**config.mk**
```make
export PLATFORM = sky130hd
export DESIGN_NAME = wdt_win
export DESIGN_NICKNAME = d
export VERILOG_FILES = /design/src/rtl/wdt_pkg.sv /design/src/rtl/wdt_prescaler.sv /design/src/rtl/wdt_win.sv
export SDC_FILE = /design/constraint.sdc
export NUM_CORES = 1
export LEC_CHECK = 0
export BUFFER_PORTS_ARGS = -buffer_cell sky130_fd_sc_hd__buf_2
export CORE_UTILIZATION = 45
export CTS_BUF_LIST = sky130_fd_sc_hd__clkbuf_8
export DETAILED_ROUTE_END_ITERATION = 7
export PLACE_DENSITY = 0.71
export REMOVE_ABC_BUFFERS = 1
export SETUP_SLACK_MARGIN = 0.2
export SLEW_MARGIN = 20
export SYNTH_ARGS = -nofsm -noshare
export SYNTH_HDL_FRONTEND = slang
export SYNTH_HIERARCHICAL = 1
export SYNTH_SLANG_ARGS = --single-unit
```
**constraint.sdc**
```tcl
create_clock -name clk -period 3.8 [get_ports clk]
set_input_delay 0.19 -clock clk [delete_from_list [all_inputs] [get_ports clk]]
set_output_delay 0.19 -clock clk [all_outputs]
set_load 0.01 [all_outputs]
```
**src/rtl/wdt_pkg.sv**
```systemverilog
// Shared definitions for the windowed watchdog timer.
// Contents: the FSM state encoding and the default timer and prescaler widths.
// Optional feature macro used by wdt_win: WDT_WINDOW_EN (adds the service window).
package wdt_pkg;

    localparam int unsigned WDT_WIDTH = 32;
    localparam int unsigned WDT_PSC_W = 8;

    typedef enum logic [1:0] {
        IDLE    = 2'd0,
        RUN     = 2'd1,
        EXPIRED = 2'd2,
        RST_REQ = 2'd3
    } wdt_state_t;

endpackage

```
**src/rtl/wdt_prescaler.sv**
```systemverilog
// Cycle prescaler for the watchdog. It produces one tick every psc+1 cycles
// while run is high.
// Ports:
//   clk, rst_n : clock and asynchronous active-low reset
//   run        : count enable; the count is held at 0 while low
//   restart    : synchronous clear of the count (service kick)
//   psc        : divisor minus one (0 = tick every cycle)
//   tick       : high in any running cycle where the count equals psc
module wdt_prescaler
    import wdt_pkg::*;
#(
    parameter int unsigned PSC_W = WDT_PSC_W
) (
    input  logic             clk,
    input  logic             rst_n,
    input  logic             run,
    input  logic             restart,
    input  logic [PSC_W-1:0] psc,
    output logic             tick
);

    logic [PSC_W-1:0] pc_q;
    logic [PSC_W-1:0] pc_d;

    assign tick = run && (pc_q == psc);

    // Next count: clear when stopped, restarted or wrapping, else increment
    always_comb begin
        pc_d = pc_q;
        if (!run || restart) begin
            pc_d = '0;
        end else if (pc_q == psc) begin
            pc_d = '0;
        end else begin
            pc_d = pc_q + PSC_W'(1);
        end
    end

    always_ff @(posedge clk or negedge rst_n) begin
        if (!rst_n) begin
            pc_q <= '0;
        end else begin
            pc_q <= pc_d;
        end
    end

endmodule

```
**src/rtl/wdt_win.sv**
```systemverilog
// Windowed watchdog timer with a prescaler, an early-warning flag and a
// two-stage timeout. The first expiry raises ov. A second expiry without an
// ov_clr in between raises rst_req, which is held until rst_n.
// Build option: define WDT_WINDOW_EN to add win_lvl/win_err. A kick that
// arrives while tmr > win_lvl is then treated as an immediate expiry.
// Ports:
//   clk, rst_n        : clock and asynchronous active-low reset
//   en                : watchdog enable (level)
//   load              : reload value
//   psc               : prescale divisor minus one
//   warn_lvl          : early-warning threshold
//   win_lvl           : window-open threshold (WDT_WINDOW_EN only)
//   kick              : service pulse
//   ov_clr, warn_clr  : flag clears
//   tmr               : current down-count
//   ov, warn          : sticky timeout and warning flags
//   win_err           : sticky early-kick flag (WDT_WINDOW_EN only)
//   rst_req           : reset request to the SoC reset controller
module wdt_win
    import wdt_pkg::*;
#(
    parameter int unsigned WIDTH = WDT_WIDTH,
    parameter int unsigned PSC_W = WDT_PSC_W
) (
    input  logic             clk,
    input  logic             rst_n,
    input  logic             en,
    input  logic [WIDTH-1:0] load,
    input  logic [PSC_W-1:0] psc,
    input  logic [WIDTH-1:0] warn_lvl,
`ifdef WDT_WINDOW_EN
    input  logic [WIDTH-1:0] win_lvl,
`endif
    input  logic             kick,
    input  logic             ov_clr,
    input  logic             warn_clr,
    output logic [WIDTH-1:0] tmr,
    output logic             ov,
    output logic             warn,
`ifdef WDT_WINDOW_EN
    output logic             win_err,
`endif
    output logic             rst_req
);

    wdt_state_t       state_q, state_d;
    logic [WIDTH-1:0] tmr_q, tmr_d;
    logic             ov_q, ov_d;
    logic             warn_q, warn_d;
    logic             rst_req_q, rst_req_d;
`ifdef WDT_WINDOW_EN
    logic             win_err_q, win_err_d;
`endif

    logic             run_c;
    logic             restart_c;
    logic             tick_c;
    logic             expire_c;

    assign run_c = (state_q == RUN) || (state_q == EXPIRED);

    wdt_prescaler #(
        .PSC_W (PSC_W)
    ) u_psc (
        .clk     (clk),
        .rst_n   (rst_n),
        .run     (run_c),
        .restart (restart_c),
        .psc     (psc),
        .tick    (tick_c)
    );

    // Next-state logic; flag clears come first so that same-cycle sets win
    always_comb begin
        state_d   = state_q;
        tmr_d     = tmr_q;
        ov_d      = ov_q;
        warn_d    = warn_q;
        rst_req_d = rst_req_q;
`ifdef WDT_WINDOW_EN
        win_err_d = win_err_q;
`endif
        restart_c = 1'b0;
        expire_c  = 1'b0;

        if (state_q != RST_REQ) begin
            if (ov_clr) begin
                ov_d = 1'b0;
            end
            if (warn_clr) begin
                warn_d = 1'b0;
            end
        end

        case (state_q)
            IDLE: begin
                tmr_d = '0;
                if (en) begin
                    tmr_d   = load;
                    state_d = RUN;
                end
            end

            RUN, EXPIRED: begin
                if (!en) begin
                    state_d = IDLE;
                    tmr_d   = '0;
                end else begin
                    if (kick) begin
`ifdef WDT_WINDOW_EN
                        // Early kick: no reload, escalate instead
                        if (tmr_q > win_lvl) begin
                            win_err_d = 1'b1;
                            expire_c  = 1'b1;
                        end else begin
                            tmr_d     = load;
                            restart_c = 1'b1;
                        end
`else
                        tmr_d     = load;
                        restart_c = 1'b1;
`endif
                    end else if (tick_c) begin
                        if (tmr_q != '0) begin
                            tmr_d = tmr_q - WIDTH'(1);
                            if (tmr_d == warn_lvl) begin
                                warn_d = 1'b1;
                            end
                        end else begin
                            expire_c = 1'b1;
                            tmr_d    = load;
                        end
                    end

                    if (expire_c) begin
                        if (state_q == RUN) begin
                            ov_d    = 1'b1;
                            state_d = EXPIRED;
                        end else begin
                            rst_req_d = 1'b1;
                            state_d   = RST_REQ;
                        end
                    end else if (ov_clr && (state_q == EXPIRED)) begin
                        state_d = RUN;
                    end
                end
            end

            RST_REQ: begin
                state_d = RST_REQ;
            end

            default: begin
                state_d = IDLE;
            end
        endcase
    end

    always_ff @(posedge clk or negedge rst_n) begin
        if (!rst_n) begin
            state_q   <= IDLE;
            tmr_q     <= '0;
            ov_q      <= 1'b0;
            warn_q    <= 1'b0;
            rst_req_q <= 1'b0;
`ifdef WDT_WINDOW_EN
            win_err_q <= 1'b0;
`endif
        end else begin
            state_q   <= state_d;
            tmr_q     <= tmr_d;
            ov_q      <= ov_d;
            warn_q    <= warn_d;
            rst_req_q <= rst_req_d;
`ifdef WDT_WINDOW_EN
            win_err_q <= win_err_d;
`endif
        end
    end

    assign tmr     = tmr_q;
    assign ov      = ov_q;
    assign warn    = warn_q;
    assign rst_req = rst_req_q;
`ifdef WDT_WINDOW_EN
    assign win_err = win_err_q;
`endif

endmodule

```
; Yosys cells after proc, flatten, opt, wreduce, memory -nomap -nowiden
; Cells that the tools add are included.
[op_classes]
n_mul = 0
div = 0
n_addsub = 2
bitwise = 1
muxes = 36
shifts = 0
magnitude_cmp = 0
n_reduce_logical = 12
eq_ne = 9
[op_table]
columns = operator, n
row1 = $mux W32, 5
row2 = $pmux W32 S2, 1
row3 = $eq A32 B32 Y1, 1
row4 = $reduce_bool A32 Y1, 1
row5 = $sub A32 B1 Y32 const B, 1
row6 = $mux W1, 23
row7 = $mux W8, 2
row8 = $add A8 B1 Y8 const B, 1
row9 = $eq A8 B8 Y1, 1
row10 = $mux W2, 4
row11 = $ne A4 B4 Y1 const B, 2
row12 = $pmux W2 S3, 1
row13 = $eq A2 B2 Y1 const B, 2
row14 = $ne A2 B2 Y1 const B, 2
row15 = $reduce_and A2 Y1, 2
row16 = $reduce_and A4 Y1, 1
row17 = $eq A2 B1 Y1 const B, 1
row18 = $logic_and A1 B1 Y1, 2
row19 = $logic_not A2 Y1, 1
row20 = $logic_or A1 B1 Y1, 2
row21 = $reduce_bool A2 Y1, 1
row22 = $reduce_or A2 Y1, 1
row23 = $logic_not A1 Y1, 1
row24 = $not A1 Y1, 1
[totals]
ff_bits = 45
out_inout_bits = 35
romBits = 0
input_bits = 78
ramBits = 0
n_memories = 0
wordCells = 66
latchBits = 0

; Longest topological paths before layout
; Gate-level depths: netlist of the first run.
[depth]
depth_word = 10
depth_mapped = 11
ltp_nobuf = 9

; Cells and area by module
; Netlist of the first run, hierarchy kept.
[by_module_without_submodules]
columns = module, n_inst, cells_each, seq_area_each_um2, area_per_inst_um2
row1 = wdt_win, 1, 412, 925.9, 3253.1
row2 = wdt_prescaler, 1, 47, 200.2, 521.8

; Worst setup path before layout of the first run
; No wires, ideal clock.
[synth_timing]
path_kind = register to register
from = register tmr_q[0] (netlist: tmr[0])
to = register warn_q (netlist: warn)
setup_time_ps = 95
t_required_ps = 3705
n_path_buf = 0
slack_ps = 1204
period_less_slack_ps = 2596
stages_incl_launch_ff = 10
arrival_ps = 2501
path_cell_list = dfrtp_1 > inv_1 > ha_1 > or3b_2 > or4_1 > xnor2_1 > o21ai_0 > nor4_1 > nand4_1 > o31ai_1
[synth_between]
elab_chain_len = 8
word_cells_on_any_way = 9
classes_between = 1 x add/sub / 1 x eq/ne / 6 x mux / 1 x reduce/logical
[synth_lines]
columns = item, line
row1 = from (decl), wdt_win.sv:47  ; logic [WIDTH-1:0] tmr_q, tmr_d;
row2 = from (signal assigned), wdt_win.sv:171  ; tmr_q <= tmr_d;
row3 = $sub A32 B1 Y32, wdt_win.sv:125  ; tmr_d = tmr_q - WIDTH'(1);
row4 = $eq A32 B32 Y1, wdt_win.sv:126  ; if (tmr_d == warn_lvl) begin
row5 = $mux W1, wdt_win.sv:126
row6 = $mux W1 *, wdt_win.sv:124  ; if (tmr_q != '0) begin
row7 = $mux W1 *, wdt_win.sv:123  ; end else if (tick_c) begin
row8 = $mux W1 *, wdt_win.sv:109  ; if (kick) begin
row9 = $mux W1 *, wdt_win.sv:105  ; if (!en) begin
row10 = $mux W1 *, wdt_win.sv:95  ; case (state_q)
row11 = via warn_d, wdt_win.sv:49  ; logic warn_q, warn_d;
row12 = to (signal assigned), wdt_win.sv:173  ; warn_q <= warn_d;
row13 = to (decl), wdt_win.sv:49
; The timed path passes the listed nets; every way through them passes the cells marked *.
; A chain may end at the register's enable or synchronous reset.

; Final worst setup path of the first run
[layout_timing]
from = register tmr_q[11] (netlist: tmr[11])
to = register tmr_q[21] (netlist: tmr[21])
[layout_between]
elab_chain_len = 6
word_cells_on_any_way = 7
classes_between = 1 x add/sub / 5 x mux / 1 x reduce/logical
[layout_lines]
columns = item, line
row1 = $sub A32 B1 Y32 or $reduce_bool A32 Y1 (tied branches), "wdt_win.sv:125, wdt_win.sv:124"
row2 = $mux W32 *, wdt_win.sv:124
row3 = $mux W32 *, wdt_win.sv:123
row4 = $mux W32 *, wdt_win.sv:109
row5 = $mux W32 *, wdt_win.sv:105
row6 = $pmux W32 S2 *, wdt_win.sv:95
; Every way passes the cells marked *; elsewhere a longest branch is shown, timed or not. The select of a mux whose other input is x is not followed.

==> results.yml, run 1 <==
clock_network:
  cts_buffer_depth: 2
  path_clk_slew_ps: 80
  clk_latency_ps: 310
  cts_sinks: 45
  root_buffer: "clkbuf_8"
  numCtsBuffers: 5
  cts_resized: 0
  tritoncts: "yes"
  htreeDepth: 2
sta:
  setup-violations-final: 0
  finalHoldViolations: 0
  worst_pin_slew_ps: 862.9
  period_share_pct: 84.87
  drv_slew: 0
  setup_tns_ps: 0
  worst_slew_margin_rel_pct: 42.47
  finalWorstSetupSlack_ps: 574.9
  timing.fmax_mhz: 310.1
  rsz0062_at_grt: "false"
  final.setup_skew_ps: 7.010
  finalCriticalPeriod_ps: 3225
  whs_ps: 156.0
global_routing:
  grt-ovfl-total: 0
  grt_usage_pct: 25.58
  antenna_found_initial: 0
  grt_pass1_wl_mm: 17.61
  grt_pass1_vias: 3598
  grt_max_degree: 46
place:
  placed_cells: 651
  dp_hpwl_mm: 8.166
  place_area_um2: 4353
  gp_congestion: 0.8805
  port_buffers: 112
  dp_slack_ps: 611.1
worst_setup_path:
  rrSetupSlack_ps: 570
  critPathMaxStageDelay_ps: 610
  cp-end-kind: "register"
  cp_max_fo: 23
  worst-path-buf-inv: 1
  arrival_ps: 3440
  path_class: "reg2reg"
  cp.depth: 8
  crit_path_top_delay_cell: "or4_4"
  critPathTopFamily: "simple AND/OR/NAND/NOR gates"
  start_kind: "register"
  path_cells: "or4_4 -> nor4b_4 -> nand4_2 -> and3b_1 -> nor2b_4 -> buf_4 -> a21oi_1 -> o21ai_0"
  required_ps: 4020
  reg2reg_depth: 8
die:
  rows: 33
  die_w_um: 93.59
  core_um2: 8175
  start_util_pct: 46.17
  dieArea_um2: 8759
  io_pins: 113
  die_h_um: 93.59
synth:
  yosysTopAreaCell: "dfrtp_1"
  netlist_top_cells_area: "dfrtp_1 (30%), xnor2_1 (7.7%), o21ai_0 (7.3%), xor2_1 (6.0%), a21oi_1 (3.7%)"
  synth.avg_cell_area_um2: 8.224
  synth-seq-area-share_pct: 29.83
  synth_cell_type_count: 59
  synth_edf_count: 0
  synthCells: 459
  synth_ff_type: "dfrtp_1"
  syn-cell-area_um2: 3775
  yosysTopAreaCellShare_pct: 29.83
  async_reset_ff_share_pct: 100.0
  ys_warn_count: 6
  synth-seq-cells: 45
detailed_routing:
  first_pass_iters: 5
  drtIter0Drc: 230
  routedWlPerCell_um: 16.77
  route.vias.total: 3868
  drt-vias-per-instance: 5.861
  totalWireLength_mm: 11.07
  drc: 0
  ant_nets: 0
pwr:
  p_per_area_nw_per_um2: 502.3
  leakagePower_nw: 1.988
  ir_drop_uv: 208.2
  power_mw: 2.234
cells_and_area:
  antennaDiodeCount: 0
  mostFrequentLayoutCells: "buf_2 (111), o21ai_0 (55), dfrtp_1 (45)"
  design_area_um2: 4448
  area_growth_pct: 17.83
  layout.nets: 641
  finalNonFillerCells: 660
  final_common_cell: "buf_2"
  final_core_util_pct: 54.41
  drive_gt1_share_pct: 25.59
  fillers: 796
hold_path:
  whs_path_depth: 3
  hp-class: "in2reg"
outcome:
  status: "completed"
job:
  maxCapViolCount: 0
## cell type report
| class | count | area [um2] | area share [%] |
|---|---|---|---|
| multi-input cells | 365 | 2430 | 54.63 |
| flip-flops and latches | 45 | 1126 | 25.32 |
| repair buffers | 117 | 603.1 | 13.56 |
| well taps | 105 | 131.4 | 2.954 |
| inverters | 20 | 75.07 | 1.688 |
| clock buffers | 5 | 68.82 | 1.547 |
| clock inverters | 3 | 13.76 | 0.3094 |
## worst register-to-register path, cell delays in order (launching register included)
cell and delay, ps:
dfrtp_1 470, or4_4 610, nor4b_4 470, nand4_2 250, and3b_1 310, nor2b_4 550, buf_4 260, a21oi_1 60
o21ai_0 160
## registers in the layout (all words and copies together) (netlist names)
name,flops
tmr,32
state_q,2
warn,1
ov,1
u_psc/pc_q,8
rst_req,1
## report_power, final
part	switching, mW	leakage [nW]	total, mW	internal [mW]
Clock	0.174	0.0491	0.300	0.125
Sequential	0.193	0.595	0.769	0.576
Combinational	0.687	1.34	1.17	0.479
Total	1.05	1.99	2.23	1.18
## layer usage
| metal | up-vias | routed length, um | GRT usage (%) |
|---|---|---|---|
| li1 | 1858 | - | - |
| met1 | 1826 | 4855 | 34.43 |
| met2 | 166 | 5323 | 42.40 |
| met3 | 18 | 686 | 3.496 |
| met4 | 0 | 204 | 7.949 |
| met5 | - | 0 | 0 |
## synth_stat cells, types with 4 or more instances
master / count
or4_1: 5
nor4_1: 9
o21ai_0: 55
nand2_1: 33
a31oi_1: 5
o22ai_1: 6
ha_1: 9
nand4_1: 4
buf_2: 7
or3_1: 6
a21oi_1: 28
nand3_1: 9
a211oi_1: 7
a22oi_1: 7
a32oi_1: 10
clkbuf_1: 16
o21ai_1: 9
and3_1: 6
nor3_1: 21
xor2_1: 26
dfrtp_1: 45
xnor2_1: 33
inv_1: 20
nor2_1: 21
## kinds of logic (layout without fill, tap and decap cells)
group                    after synthesis  count (layout)  share of synthesized area, %
AND/OR/NAND/NOR                      149             149                         23.70
XOR/XNOR                              60              60                         14.12
multiplexers                           3               3                        0.7955
adder cells (fa/ha/maj)                9               9                         2.983
AO/OA/AOI/OAI                        144             144                         22.77
flip-flops                            45              45                         29.83
buffers and inverters                 49             145                         5.800
## worst paths after layout
kind                               from            end
worst max-delay path            tmr[11]        tmr[21]
worst min register to register  rst_req        rst_req
max in group asynchronous         rst_n        tmr[21]
worst min-delay path            load[3]         tmr[3]
worst max register to register  tmr[11]        tmr[21]
min in group asynchronous         rst_n  u_psc/pc_q[7]
## timing repair
item / 4_1_cts / 5_1_grt
hold buffers: 0 / 1
hold endpoints to repair: 0 / 45
setup buffers: 0 / 0
No activity file was read; power rests on OpenSTA's default activity.
==> run 2: changes to the inputs <==
--- a/config.mk
+++ b/config.mk
@@ -5,11 +5,12 @@
 export SDC_FILE = /design/constraint.sdc
 export NUM_CORES = 1
 export LEC_CHECK = 0
+export ABC_AREA = 1
 export BUFFER_PORTS_ARGS = -buffer_cell sky130_fd_sc_hd__buf_2
 export CORE_UTILIZATION = 45
 export CTS_BUF_LIST = sky130_fd_sc_hd__clkbuf_8
 export DETAILED_ROUTE_END_ITERATION = 7
-export PLACE_DENSITY = 0.71
+export PLACE_DENSITY = 0.7
 export REMOVE_ABC_BUFFERS = 1
 export SETUP_SLACK_MARGIN = 0.2
 export SLEW_MARGIN = 20
==> constraint.sdc (replaced) <==
create_clock -name clk -period 3 [get_ports clk]
set_input_delay 0.15 -clock clk [delete_from_list [all_inputs] [get_ports clk]]
set_output_delay 0.15 -clock clk [all_outputs]
set_load 0.01 [all_outputs]
==> run 2 against run 1 <==
Die area is 16% higher. Count of clock-buffer cells in the layout stayed put. Clock power is 55% higher. First-iteration DRC count is 3.5% higher. Largest power group unchanged.
==> results.yml, run 2 <==
sta:
  final.setup_skew_ps: 12.83
  setup-violations-final: 0
  worst_pin_slew_ps: 686.6
  timing.fmax_mhz: 402.4
  worst_slew_margin_rel_pct: 54.18
  whs_ps: 87.28
  drv_slew: 0
  rsz0062_at_grt: "false"
  finalCriticalPeriod_ps: 2485
  finalHoldViolations: 0
  period_share_pct: 82.83
detailed_routing:
  drtIter0Drc: 238
  route.vias.total: 4905
  drc: 0
  ant_nets: 0
  drt-vias-per-instance: 5.169
  first_pass_iters: 5
  routedWlPerCell_um: 14.43
  totalWireLength_mm: 13.69
cells_and_area:
  drive_gt1_share_pct: 19.39
  fillers: 973
  final_core_util_pct: 55.36
  largest_register_ffs: 32
  final_common_cell: "nand2_1"
  mostFrequentLayoutCells: "nand2_1 (227), nor2_1 (112), buf_2 (111)"
  area_growth_pct: 18.05
  antennaDiodeCount: 0
  layout.nets: 907
global_routing:
  antenna_found_initial: 0
  grt_usage_pct: 28.24
  grt_pass1_wl_mm: 22.07
  grt_max_degree: 46
  grt-ovfl-total: 0
  grt_pass1_vias: 4600
worst_setup_path:
  critPathTopFamily: "simple AND/OR/NAND/NOR gates"
  cp-end-kind: "register"
  arrival_ps: 2730
  reg2reg_depth: 13
  start_kind: "register"
  critPathMaxStageDelay_ps: 550
  path_class: "reg2reg"
  crit_path_top_delay_cell: "nor2_2"
  cpMostUsedCell: "nand2_1"
  path_cells: "nor2_1 -> nand2_1 -> nor2_2 -> nand2_1 -> o21ai_1 -> nand2_1 -> nand2_1 -> nand2_1 -> nor2_1 -> nand2_1 -> nor2_1 -> nand3_1 -> nand2_1"
  worst-path-buf-inv: 0
  timing.rr.start: "tmr[3]"
  rrSetupSlack_ps: 520
  required_ps: 3250
  rr_endpoint: "warn"
  cp_max_fo: 11
synth:
  synth_cell_type_count: 37
  synth_ff_type: "dfrtp_1"
  syn-cell-area_um2: 4374
  yosysMostFrequentCell: "nand2_1"
  synth-seq-area-share_pct: 25.74
  ys_warn_count: 6
  async_reset_ff_share_pct: 100.0
  synthCells: 710
  synth-seq-cells: 45
  synth_edf_count: 0
  yosysTopAreaCell: "dfrtp_1"
  synth.avg_cell_area_um2: 6.161
  yosysTopAreaCellShare_pct: 25.74
  netlist_top_cells_area: "dfrtp_1 (26%), nand2_1 (19%), nor2_1 (9.6%), inv_1 (7.8%), nand3_1 (5.5%)"
  synthTopCellsByCount: "nand2_1 (227), nor2_1 (112), inv_1 (91)"
clock_network:
  cts_buffer_depth: 2
  cts_sinks: 45
  path_clk_slew_ps: 100
  tritoncts: "yes"
  clk_latency_ps: 310
  cts_resized: 0
  numCtsBuffers: 5
  cts_setup_buffers: 0
  htreeDepth: 2
  root_buffer: "clkbuf_8"
pwr:
  leakagePower_nw: 2.893
  ir_drop_uv: 386.0
  switching_share_pct: 53.24
  internal-power_mw: 1.949
  pwr-share-comb_pct: 60.9
  switchingPower_mw: 2.219
  p_per_area_nw_per_um2: 807.2
  clkPwrFrac_pct: 11.2
  power_frac_seq_pct: 28.0
hold_path:
  hold_end: "tmr[29]"
  whs_path_depth: 3
  hp-class: "in2reg"
  hold_start: "load[29]"
place:
  port_buffers: 112
  dp_hpwl_mm: 10.46
  gp_congestion: 0.9179
die:
  die_h_um: 100.6
  die_w_um: 100.6
  rows: 35
  core_um2: 9328
  io_pins: 113
  start_util_pct: 46.89
  dieArea_um2: 10120
job:
  maxCapViolCount: 0
outcome:
  status: "completed"
run 2: changes by cell type after synthesis, sizes merged, moves of 11 or more:
cell and change:
nor4 -11, nand2 +207, inv +75, xor2 -19, xnor2 -27, nand3 +39, nor3 -19, nor2 +102
o21ai -32
run 2: through the flow:
stage / power (mW) / cells / worst slack (ps) / cell area [um2] / TNS (ps)
6_report: 4.168 / 949 / 515.2 / 5164 / 0
5_1_grt: 4.576 / 949 / 266.3 / 5164 / 0
4_1_cts: 4.166 / 949 / 553.6 / 5164 / 0
3_5_place_dp: 3.683 / 941 / 582.4 / 5050 / 0
3_3_place_gp: 3.642 / 941 / 669.9 / 5047 / 0
2_1_floorplan: 2.847 / 694 / -764.0 / 4277 / -10920
run 2: cell type report:
| cell class | instances | area (um2) | area share [%] |
|---|---|---|---|
| clock buffers | 5 | 68.82 | 1.333 |
| inverters | 95 | 359.1 | 6.954 |
| flip-flops and latches | 45 | 1126 | 21.81 |
| multi-input cells | 554 | 2795 | 54.13 |
| clock inverters | 2 | 35.03 | 0.6785 |
| repair buffers | 119 | 618.1 | 11.97 |
| well taps | 129 | 161.4 | 3.126 |
run 2: worst reg2reg max path: stages (launching register included):
cell and delay [ps]:
dfrtp_1 460, nor2_1 190, nand2_1 120, nor2_2 550, nand2_1 250, o21ai_1 230
nand2_1 110, nand2_1 70, nand2_1 50, nor2_1 80, nand2_1 60, nor2_1 110
nand3_1 90, nand2_1 60
run 2: cells by family (layout without fill, tap and decap cells):
kind of cell               count (synthesis)  count (layout)  share of synthesized area [%]
AOI/OAI and AO/OA                         94              94                          12.96
xor gates and xnor gates                  18              18                          4.920
adders and majority gates                  9               9                          2.574
buffers and inverters                    111             221                          10.44
DFF                                       45              45                          25.74
and+or+nand+nor                          433             433                          43.36
run 2: metal layers:
layer  vias to the layer above  wire [um]  global-route usage [%]
li1                       2482          -                       -
met1                      2194       6232                   38.02
met2                       194       6081                   46.63
met3                        35       1018                   4.022
met4                         0        358                   9.253
met5                         -          0                       0
run 2: repair_timing:
action,4_1_cts,5_1_grt
hold buffers,1,0
hold endpoints to repair,45,0
endpoints found under the setup margin,0,0
run 2: worst max path at each step:
stage	cells past startpoint	startpoint	endpoint	slack (ps)
5_1_grt	13	tmr[3]	warn	270
4_1_cts	13	tmr[3]	warn	550
6_report	13	tmr[3]	warn	520
3_3_place_gp	14	tmr[0]	warn	670
2_1_floorplan	10	state_q[0]	tmr[0]	-760
3_5_place_dp	13	tmr[3]	warn	580
run 2: power groups by stage:
stage | clock (mW) | combinational (mW) | sequential (mW)
after floorplan | 0 | 1.69 | 1.16
after global placement | 0 | 2.49 | 1.16
after detailed placement | 0 | 2.52 | 1.17
after CTS | 0.480 | 2.53 | 1.16
after global routing | 0.503 | 2.87 | 1.20
final | 0.466 | 2.54 | 1.17
==> run 3: changes to the inputs <==
==> constraint.sdc (replaced) <==
create_clock -name clk -period 2.5 [get_ports clk]
set_input_delay 0.125 -clock clk [delete_from_list [all_inputs] [get_ports clk]]
set_output_delay 0.125 -clock clk [all_outputs]
set_load 0.01 [all_outputs]
==> run 3 against run 2 <==
Sequential power rose by 11%. Sequential share of layout area fell by 1.3 points. Largest cell class unchanged. Die area did not move.
==> results.yml, run 3 (synthesis gave the netlist of run 2 again) <==
clock_network:
  numCtsBuffers: 5
  clk_latency_ps: 310
  htreeDepth: 2
  path_clk_slew_ps: 100
  tritoncts: "yes"
  cts_buffer_depth: 2
  cts_sinks: 45
  root_buffer: "clkbuf_8"
cells_and_area:
  drive_gt1_share_pct: 24.39
  mostFrequentLayoutCells: "nand2_1 (226), buf_2 (112), nor2_1 (107)"
  largest_register_ffs: 32
  fillers: 972
  antennaDiodeCount: 0
  final_common_cell: "nand2_1"
  design_area_um2: 5505
  layout.nets: 943
  area_growth_pct: 25.86
  finalNonFillerCells: 986
  final_core_util_pct: 59.02
sta:
  finalHoldViolations: 0
  worst_pin_slew_ps: 648.3
  whs_ps: 57.51
  worst_slew_margin_rel_pct: 56.78
  final.setup_skew_ps: 10.11
  setup_tns_ps: 0
  timing.fmax_mhz: 443.0
  period_share_pct: 90.30
  drv_slew: 0
  setup-violations-final: 0
  finalCriticalPeriod_ps: 2258
  rsz0062_at_grt: "true"
place:
  gp_congestion: 0.9727
  place_area_um2: 5182
  placed_cells: 959
  dp_hpwl_mm: 11.41
  port_buffers: 112
die:
  core_um2: 9328
  io_pins: 113
  rows: 35
  die_w_um: 100.6
  die_h_um: 100.6
  dieArea_um2: 10120
  start_util_pct: 46.89
detailed_routing:
  drtIter0Drc: 358
  drt-vias-per-instance: 5.286
  route.vias.total: 5212
  totalWireLength_mm: 14.67
  ant_nets: 0
  routedWlPerCell_um: 14.88
  drc: 0
  first_pass_iters: 6
worst_setup_path:
  cp_max_fo: 5
  worst-path-buf-inv: 2
  start_kind: "register"
  path_cells: "inv_2 -> ha_4 -> inv_1 -> nor2_4 -> nand2_1 -> nor2_2 -> nand3_1 -> nor2_1 -> nand2_1 -> nor2_1 -> nand3_1 -> nor2_1 -> nand2_1 -> nor2_2 -> nand3_1 -> nand2_1"
  rr_endpoint: "warn"
  cp-end-kind: "register"
  crit_path_top_delay_cell: "dfrtp_1"
  rrSetupSlack_ps: 240
  required_ps: 2750
  critPathMaxStageDelay_ps: 460
  critPathTopFamily: "simple AND/OR/NAND/NOR gates"
  startpoint: "state_q[0]"
  path_class: "reg2reg"
  reg2reg_depth: 16
  timing.rr.start: "state_q[0]"
  cpMostUsedCell: "nand2_1"
  endpoint: "warn"
  arrival_ps: 2500
  cp.depth: 16
hold_path:
  hp-class: "in2reg"
  hold_start: "load[30]"
job:
  maxCapViolCount: 0
pwr:
  p_per_area_nw_per_um2: 998.8
  leakagePower_nw: 3.086
  ir_drop_uv: 406.4
global_routing:
  grt-ovfl-total: 0
  grt_usage_pct: 29.85
  grt_pass1_vias: 4776
  antenna_found_initial: 0
  grt_pass1_wl_mm: 23.38
  grt_max_degree: 31
outcome:
  status: "completed"
## run 3: changes by cell type in the layout (fill, tap and decap cells not counted), sizes merged
cell / delta
bufinv: +1
buf: +36
## run 3: per-layer routing
layer | vias up | track usage (%) | share of wire (%) | wire, um
met1 | 2374 | 40.33 | 43 | 6331
li1 | 2554 | - | - | -
met2 | 250 | 49.42 | 46 | 6760
met3 | 34 | 3.745 | 7.8 | 1142
met4 | 0 | 10.03 | 3.0 | 437
met5 | - | 0 | 0 | 0
## run 3: what timing repair did
item,in CTS,in global routing
gates resized for setup,1,14
hold buffers,1,0
hold endpoints to repair,23,0
pin swaps,0,3
setup endpoints to repair,1,12
setup buffers,0,18
## run 3: area by class of cell
class,instances,area (um2),share of cell area (%)
Clock buffer,5,68.82,1.250
Multi-Input combinational cell,554,2834,51.48
Tap cell,129,161.4,2.932
Inverter,95,361.6,6.568
Sequential cell,45,1129,20.50
Clock inverter,3,65.06,1.182
Timing Repair Buffer,155,885.9,16.09
## run 3: per-stage QoR
step | setup WS (ps) | power [mW]
global placement | 297.8 | 4.565
CTS | 200.4 | 5.324
finish | 242.5 | 5.499
detailed placement | 229.2 | 4.629
global route | 153.9 | 5.964
floorplan | -1264 | 3.417
## run 3: worst min-delay path: stages
cell	delay (ps)
buf_2	90
nand2_1	50
a22oi_1	60
## run 3: worst min path at each step
stage | to | slack, ps | cells after the start
after CTS | tmr[30] | 50 | 3
after global placement | tmr[9] | 190 | 1
after detailed placement | tmr[12] | 180 | 1
after floorplan | ov | -170 | 0
after global routing | tmr[17] | 70 | 3
final | tmr[30] | 60 | 3
## run 3: power by group
group	switching, mW	leakage [nW]	internal [mW]
combinational	2.21	2.44	1.31
clock	0.278	0.0681	0.398
sequential	0.333	0.581	0.968
